### config.mk
export PLATFORM = sky130hd
export DESIGN_NAME = cachepool_boot_responder
export DESIGN_NICKNAME = d
export VERILOG_FILES = /design/src/rtl/cachepool_pkg.sv /design/src/rtl/cachepool_wake_pulse.sv /design/src/rtl/cachepool_boot_responder.sv
export SDC_FILE = /design/constraint.sdc
export NUM_CORES = 1
export LEC_CHECK = 0
export CELL_PAD_IN_SITES_DETAIL_PLACEMENT = 1
export CELL_PAD_IN_SITES_GLOBAL_PLACEMENT = 2
export CORE_MARGIN = 3
export CORE_UTILIZATION = 27
export CTS_CLUSTER_SIZE = 12
export DETAILED_ROUTE_END_ITERATION = 8
export GPL_TIMING_DRIVEN = 0
export MAX_ROUTING_LAYER = met4
export PLACE_DENSITY = 0.91
export SYNTH_ARGS = -nofsm -noshare
export SYNTH_HDL_FRONTEND = slang
export SYNTH_SLANG_ARGS = --single-unit
### constraint.sdc
create_clock -name clk_i -period 8.8 [get_ports clk_i]
set_clock_uncertainty 0.2 [all_clocks]
set_input_delay 2.64 -clock clk_i [delete_from_list [all_inputs] [get_ports clk_i]]
set_output_delay 2.64 -clock clk_i [all_outputs]
set_load 0.05 [all_outputs]
### src/rtl/cachepool_pkg.sv
// Shared constants and types for the cachepool boot responder.
// Holds the register offsets, the register index enum and the AMO opcodes.
package cachepool_pkg;

  localparam int unsigned BootAddrOffset = 32'h00;
  localparam int unsigned WakeOffset     = 32'h08;
  localparam int unsigned WakeCntOffset  = 32'h10;
  localparam int unsigned WakeCntWidth   = 32;

  typedef enum logic [1:0] {
    RegBoot,
    RegWake,
    RegWakeCnt,
    RegNone
  } boot_reg_idx_e;

  // Same encoding as the reqrsp amo_op_e.
  typedef enum logic [3:0] {
    AMONone = 4'h0,
    AMOSwap = 4'h1,
    AMOAdd  = 4'h2,
    AMOAnd  = 4'h3,
    AMOOr   = 4'h4,
    AMOXor  = 4'h5,
    AMOMax  = 4'h6,
    AMOMaxu = 4'h7,
    AMOMin  = 4'h8,
    AMOMinu = 4'h9,
    AMOLR   = 4'hA,
    AMOSC   = 4'hB
  } amo_op_e;

endpackage

### src/rtl/cachepool_wake_pulse.sv
// Wake pulse generator: ORs trigger masks into a pending set and drives it
// on debug_req for PulseCycles cycles after the latest trigger.
// Ports: clk_i, rst_i, trigger, mask[NumCores], debug_req[NumCores].
module cachepool_wake_pulse #(
  parameter int unsigned NumCores    = 4,
  parameter int unsigned PulseCycles = 1
) (
  input  logic                clk_i,
  input  logic                rst_i,
  input  logic                trigger,
  input  logic [NumCores-1:0] mask,
  output logic [NumCores-1:0] debug_req
);

  localparam int unsigned CntW = $clog2(PulseCycles + 1);

  logic [CntW-1:0]     cnt_q;
  logic [NumCores-1:0] pend_q;

  always_ff @(posedge clk_i) begin
    if (rst_i) begin
      cnt_q  <= '0;
      pend_q <= '0;
    end else if (trigger) begin
      cnt_q  <= CntW'(PulseCycles);
      pend_q <= pend_q | mask;
    end else if (cnt_q != '0) begin
      cnt_q <= cnt_q - CntW'(1);
      if (cnt_q == CntW'(1)) begin
        pend_q <= '0;
      end
    end
  end

  assign debug_req = (cnt_q != '0) ? pend_q : '0;

endmodule

### src/rtl/cachepool_boot_responder.sv
// Reqrsp responder holding the boot entry point, a WAKE trigger register
// and a WAKE_CNT counter. Ports: reqrsp q_*/p_* channel, boot_addr_o,
// debug_req_o. Optional auto-wake under CACHEPOOL_BOOT_AUTOWAKE_EN.
module cachepool_boot_responder
  import cachepool_pkg::*;
#(
  parameter int unsigned          AddrWidth       = 48,
  parameter int unsigned          DataWidth       = 64,
  parameter int unsigned          NumCores        = 4,
  parameter logic [AddrWidth-1:0] BaseAddr        = '0,
  parameter int unsigned          WakePulseCycles = 1,
  parameter int unsigned          AutoWakeDelay   = 16
) (
  input  logic                   clk_i,
  input  logic                   rst_i,
  input  logic [AddrWidth-1:0]   q_addr_i,
  input  logic                   q_write_i,
  input  logic [DataWidth-1:0]   q_data_i,
  input  logic [DataWidth/8-1:0] q_strb_i,
  input  logic [3:0]             q_amo_i,
  input  logic                   q_valid_i,
  output logic                   q_ready_o,
  output logic [DataWidth-1:0]   p_data_o,
  output logic                   p_error_o,
  output logic                   p_valid_o,
  input  logic                   p_ready_i,
  output logic [DataWidth-1:0]   boot_addr_o,
  output logic [NumCores-1:0]    debug_req_o
);

  localparam int unsigned StrbW = DataWidth / 8;

  if (WakePulseCycles < 1 || AutoWakeDelay < 1 ||
      DataWidth < WakeCntWidth) begin : g_bad_cfg
    $error("cachepool_boot_responder: bad parameters");
  end

  logic [AddrWidth-1:0]    offset;
  boot_reg_idx_e           idx;
  logic                    accept;
  logic                    err;
  logic [DataWidth-1:0]    rdata;
  logic [DataWidth-1:0]    boot_q;
  logic [DataWidth-1:0]    boot_d;
  logic                    boot_we;
  logic [WakeCntWidth-1:0] wake_cnt_q;
  logic [NumCores-1:0]     wmask;
  logic                    man_trig;
  logic                    auto_fire;
  logic                    pulse_trig;
  logic [NumCores-1:0]     pulse_mask;

  // Modular subtraction: addresses below BaseAddr wrap far out of range.
  assign offset = q_addr_i - BaseAddr;

  always_comb begin
    idx = RegNone;
    unique case (1'b1)
      offset == AddrWidth'(BootAddrOffset): idx = RegBoot;
      offset == AddrWidth'(WakeOffset):     idx = RegWake;
      offset == AddrWidth'(WakeCntOffset):  idx = RegWakeCnt;
      default:                              idx = RegNone;
    endcase
  end

  assign q_ready_o = !p_valid_o || p_ready_i;
  assign accept    = q_valid_i && q_ready_o;
  assign err       = (idx == RegNone) || (q_amo_i != AMONone);

  always_comb begin
    rdata = '0;
    unique case (idx)
      RegBoot:    rdata = boot_q;
      RegWakeCnt: rdata = DataWidth'(wake_cnt_q);
      default:    rdata = '0;
    endcase
  end

  always_comb begin
    boot_d = boot_q;
    for (int i = 0; i < StrbW; i++) begin
      if (q_strb_i[i]) begin
        boot_d[8*i +: 8] = q_data_i[8*i +: 8];
      end
    end
  end

  assign boot_we  = accept && !err && q_write_i && (idx == RegBoot);
  assign wmask    = q_data_i[NumCores-1:0];
  assign man_trig = accept && !err && q_write_i &&
                    (idx == RegWake) && (wmask != '0);

`ifdef CACHEPOOL_BOOT_AUTOWAKE_EN
  localparam int unsigned DlyW = $clog2(AutoWakeDelay + 1);

  logic [DlyW-1:0] dly_q;

  // Nonzero counter means armed; the wake fires on its last cycle.
  always_ff @(posedge clk_i) begin
    if (rst_i) begin
      dly_q <= '0;
    end else if (boot_we) begin
      dly_q <= (boot_d != '0) ? DlyW'(AutoWakeDelay) : '0;
    end else if (dly_q != '0) begin
      dly_q <= dly_q - DlyW'(1);
    end
  end

  assign auto_fire = (dly_q == DlyW'(1));
`else
  assign auto_fire = 1'b0;
`endif

  assign pulse_trig = man_trig || auto_fire;
  assign pulse_mask = (man_trig ? wmask : '0) |
                      (auto_fire ? '1 : '0);

  always_ff @(posedge clk_i) begin
    if (rst_i) begin
      boot_q     <= '0;
      wake_cnt_q <= '0;
      p_valid_o  <= 1'b0;
      p_data_o   <= '0;
      p_error_o  <= 1'b0;
    end else begin
      if (boot_we) begin
        boot_q <= boot_d;
      end
      if (pulse_trig) begin
        wake_cnt_q <= wake_cnt_q + 1'b1;
      end
      if (accept) begin
        p_valid_o <= 1'b1;
        p_error_o <= err;
        p_data_o  <= (err || q_write_i) ? '0 : rdata;
      end else if (p_ready_i) begin
        p_valid_o <= 1'b0;
      end
    end
  end

  assign boot_addr_o = boot_q;

  cachepool_wake_pulse #(
    .NumCores    (NumCores),
    .PulseCycles (WakePulseCycles)
  ) u_wake_pulse (
    .clk_i     (clk_i),
    .rst_i     (rst_i),
    .trigger   (pulse_trig),
    .mask      (pulse_mask),
    .debug_req (debug_req_o)
  );

endmodule
# Word-level counts from Yosys, hierarchy flattened
# Index checks and enable logic that the tools add are counted.
# totals
register_bits	167
word_cells	58
output_inout_bits	135
in_bits	129
# classes
bitwise	1
n_reduce_logical	25
n_mux	11
n_eq_ne	5
addsub	2
# op_table
op	n
64-bit case mux with 2 select lines	1
64-bit two-way mux	1
48-bit by 4-bit equality test with 1-bit output, second input constant	1
48-bit by 5-bit equality test with 1-bit output, second input constant	1
48-bit zero test	1
32-bit by 1-bit adder with 32-bit output, second input constant	1
4-bit two-way mux	4
2-bit AND reduction	8
4-bit nonzero test	2
1-bit logical AND	6
2-bit case mux with 3 select lines	1
2-bit equality test, second input constant	2
1-bit two-way mux	4
4-bit bitwise OR	1
2-bit nonzero test	2
1-bit logical OR	3
2-bit by 1-bit equality test with 1-bit output, second input constant	1
1-bit zero test	2
2-bit zero test	1
1-bit subtractor, second input constant	1

# Depth between registers and ports, before layout
# logic_depth
depth_word	12
depth_mapped	9
depth_no_buf	5

# Cells and area by module
# Synthesis repeated with hierarchy kept, for this count alone.
# hier_totals
cells_unflattened	667
area_unflattened_um2	6565.0
# modules_own_cells
module	area_each_um2	seq_area_each_um2	cells_each	instances
cachepool_boot_responder	6359.8	3243.1	644	1
cachepool_wake_pulse	205.2	100.1	23	1

# Worst setup path before layout
# Ideal clock, no wire load.
# synth_path
path_kind	input -> output
start	in p_ready_i
end	out q_ready_o
stages	2
setup_slack_ns	2.689
t_required_ns	5.960
n_path_buf	1
arrival_time_ns	3.271
cell_sequence	nand2b_1 clkbuf_1
# synth_between
elab_chain_len	1
# synth_lines
element	line_no	source
start, declared	cachepool_boot_responder.sv:26	input logic p_ready_i,
1-bit logical OR	cachepool_boot_responder.sv:66	assign q_ready_o = !p_valid_o || p_ready_i;
end, declared	cachepool_boot_responder.sv:22	output logic q_ready_o,
# Every way passes these cells.

# Worst setup path in the final report
# Same ends and word-level chain as after synthesis.

==> flow_summary_export.csv <==
group,metric,value,unit
status,status,"completed",
cts,cts_tree,"done",
synthesis,synth_edf_count,0,
sta,slew_headroom,0.203,
place,numPortBuffers,255,
cts,clockBufferDepth,2,
synthesis,synth_top_cell_by_area,"dfxtp_1",
routing,wl_per_cell,21.3,um
final_layout,fin_cells,1470,
sta,min_period,7190,ps
cts,cts_sinks,167,
sta,tightest_slew,1190,ps
pwr,cellLeakagePower,0.00316,uW
synthesis,ys_types,38,
synthesis,avgSynthCellArea,8.34,sq um
synthesis,synth_top_flop_cell,"dfxtp_1",
routing,avgViaCountPerCell,5.39,
synthesis,yosys-top-cells-area,"dfxtp_1, a21oi_1, nand4_1, o21ai_0, nand2_1",
critical_path,worstSetupPathType,"input port to output port",
routing,num_vias,7916,
routing,drc,0,
final_layout,fin_nets,1255,
cts,cts_setup_buffers,0,
routing,ant_nets,0,
global_routing,grt_max_degree,17,
synthesis,syn-cell-area,7080,sq um
final_layout,fillers,3012,
synthesis,ys_seq_area_frac,0.472,
synthesis,synth_top_area_share,0.472,
critical_path,r2r_start,"p_valid_o",
sta,fmax,139,MHz
place,gp_congestion,0.873,
sta,grt_setup_unrepaired,"false",
sta,maxSlewViolCount,0,
routing,routed_wl,31300,um
synthesis,netlist_instances,849,
global_routing,grt_first_pass_wirelength,46900,um
critical_path,cp.arrival,4350,ps
floorplanning,start_util,0.278,
synthesis,ys_warn_count,0,
flow_run,cap_violations,0,
cts,ctsHtreeMaxLevel,4,
sta,holdWs,251,ps
floorplanning,die_area,28200,sq um
synthesis,synth_nets,979,
place,hpwl,24100,um
cts,clkLatencyLatePin,430,ps
cts,post_cts_resized,0,
synthesis,async_reset_ff_frac,0,
final_layout,syn2layout_area_growth,50.0,%
pwr,vdd_drop_max,104,uV
global_routing,antenna_found_initial,2,
critical_path,required,5960,ps
cts,clock-root-buffer,"clkbuf_16",
floorplanning,std_cell_rows,58,
sta,post-route-period-util,0.817,
routing,dr.pass1.iters,5,
synthesis,synth_seq_cells,167,
global_routing,grt_usage,0.218,
critical_path,cp-startpoint,"p_ready_i",
min_path,min_path_type,"flop to flop",
routing,drt_iter0_markers,503,
floorplanning,die_h,168,um
final_layout,drive_gt1_frac,0.0501,
critical_path,cp_max_fo,6,
sta,tns,0,ps
floorplanning,die_x,168,um
cts,path_clk_slew,70,ps
global_routing,grt_pass1_vias,8086,
critical_path,critPathLaunchType,"input port",
synthesis,synth.most_common_cell,"dfxtp_1",
place,placed_cells,1435,
sta,setup_viol,0,
pwr,power_density,148,nW/um^2
cts,ctsHoldBuffers,0,
floorplanning,core_area,25500,sq um
min_path,worstHoldStart,"p_data_o[34]",
synthesis,yosys-top-cells-count,"dfxtp_1, a21oi_1, o21ai_0",
critical_path,end_kind,"output port",
cts,cts_made_buffers,17,
sta,hold_violations,0,
global_routing,grt_overflow_total,0,
floorplanning,io_pins,264,
## cell type report
cell class                      instances  area [sq um]  share of cell area
Antenna cell                            2          5.00            0.000471
Buffer                                 81           330              0.0311
Clock buffer                           19           443              0.0417
Clock inverter                         13           110              0.0104
Inverter                                6          22.5             0.00212
Multi-Input combinational cell        595          3390               0.319
Sequential cell                       167          3340               0.315
Tap cell                              330           413              0.0389
Timing Repair Buffer                  257          2560               0.241
## path summary, 6_finish.rpt
| path | slack [ps] | endpoint | cells after the start |
|---|---|---|---|
| setup / recovery | 1610 | q_ready_o | 4 |
| hold reg to reg | 250 | p_data_o[34] | 2 |
| setup reg to reg | 5690 | boot_addr_o[29] | 8 |
| hold / removal | 250 | p_data_o[34] | 2 |
## metal layers
layer | track usage | vias up | share of wire
li1 | - | 3761 | -
met2 | 0.381 | 238 | 0.50
met5 | - | - | 0
met3 | 0.0383 | 19 | 0.050
met1 | 0.265 | 3898 | 0.44
met4 | 0.0409 | 0 | 0.011
## placed cells by master, fill, tap and decap left out, types with 2 or more instances in the layout
master	synthesis	final
clkinvlp_4	0	4
nor4_2	8	8
or4_1	27	27
clkdlybuf4s50_1	0	255
nor3_1	2	2
buf_6	2	2
clkinv_4	0	2
o31ai_1	26	26
buf_1	7	7
nand4_1	83	83
and3_1	5	5
or3_1	3	3
nand2b_1	2	2
nor4_1	9	9
inv_8	0	2
nand4b_1	2	2
diode_2	0	2
nand3_1	46	46
clkbuf_16	0	17
inv_1	6	6
o21ai_0	88	88
nor2b_1	2	2
nor2_1	11	11
o21ai_1	10	10
and2_1	8	8
and4_1	6	6
clkbuf_1	63	64
a21oi_1	129	129
nand2_1	79	79
dfxtp_1	167	167
inv_6	0	4
a22oi_1	36	36
buf_2	9	10
nor4b_2	1	2
## critical path, stage by stage
cell and delay, ps:
clkdlybuf4s50_1 480, nand2b_1 100, clkbuf_1 260, clkdlybuf4s50_1 870
## kinds of logic after synthesis
group | synth area share
xor gates and xnor gates | 0.00124
AOI/OAI and AO/OA | 0.231
DFF | 0.472
and+or+nand+nor | 0.241
adders and majority gates | 0.00177
buffers and inverters | 0.0498
muxes | 0.00300
## sequential cells by signal, summed over array words and instances (netlist names)
register	cells
wake_cnt_q	32
u_wake_pulse.cnt_q	1
p_data_o	64
p_error_o	1
u_wake_pulse.pend_q	4
p_valid_o	1
boot_addr_o	64
## power by group
part,internal [uW],switching [uW]
Clock,377,342
Combinational,54.4,47.2
Sequential,756,0.446
Total,1190,390
## per-stage QoR
| stage | setup WS [ps] | cell area [sq um] | util | power [uW] |
|---|---|---|---|---|
| CTS | 1600 | 10600 | 0.416 | 1590 |
| finish | 1610 | 10600 | 0.417 | 1580 |
| detailed placement | 1610 | 10100 | 0.395 | 875 |
| floorplan | 2690 | 7080 | - | 800 |
| global placement | 1610 | 10000 | 0.394 | 874 |
| global route | 1550 | 10600 | 0.417 | 1630 |
Note: power is estimated with default switching activity, not from simulation.
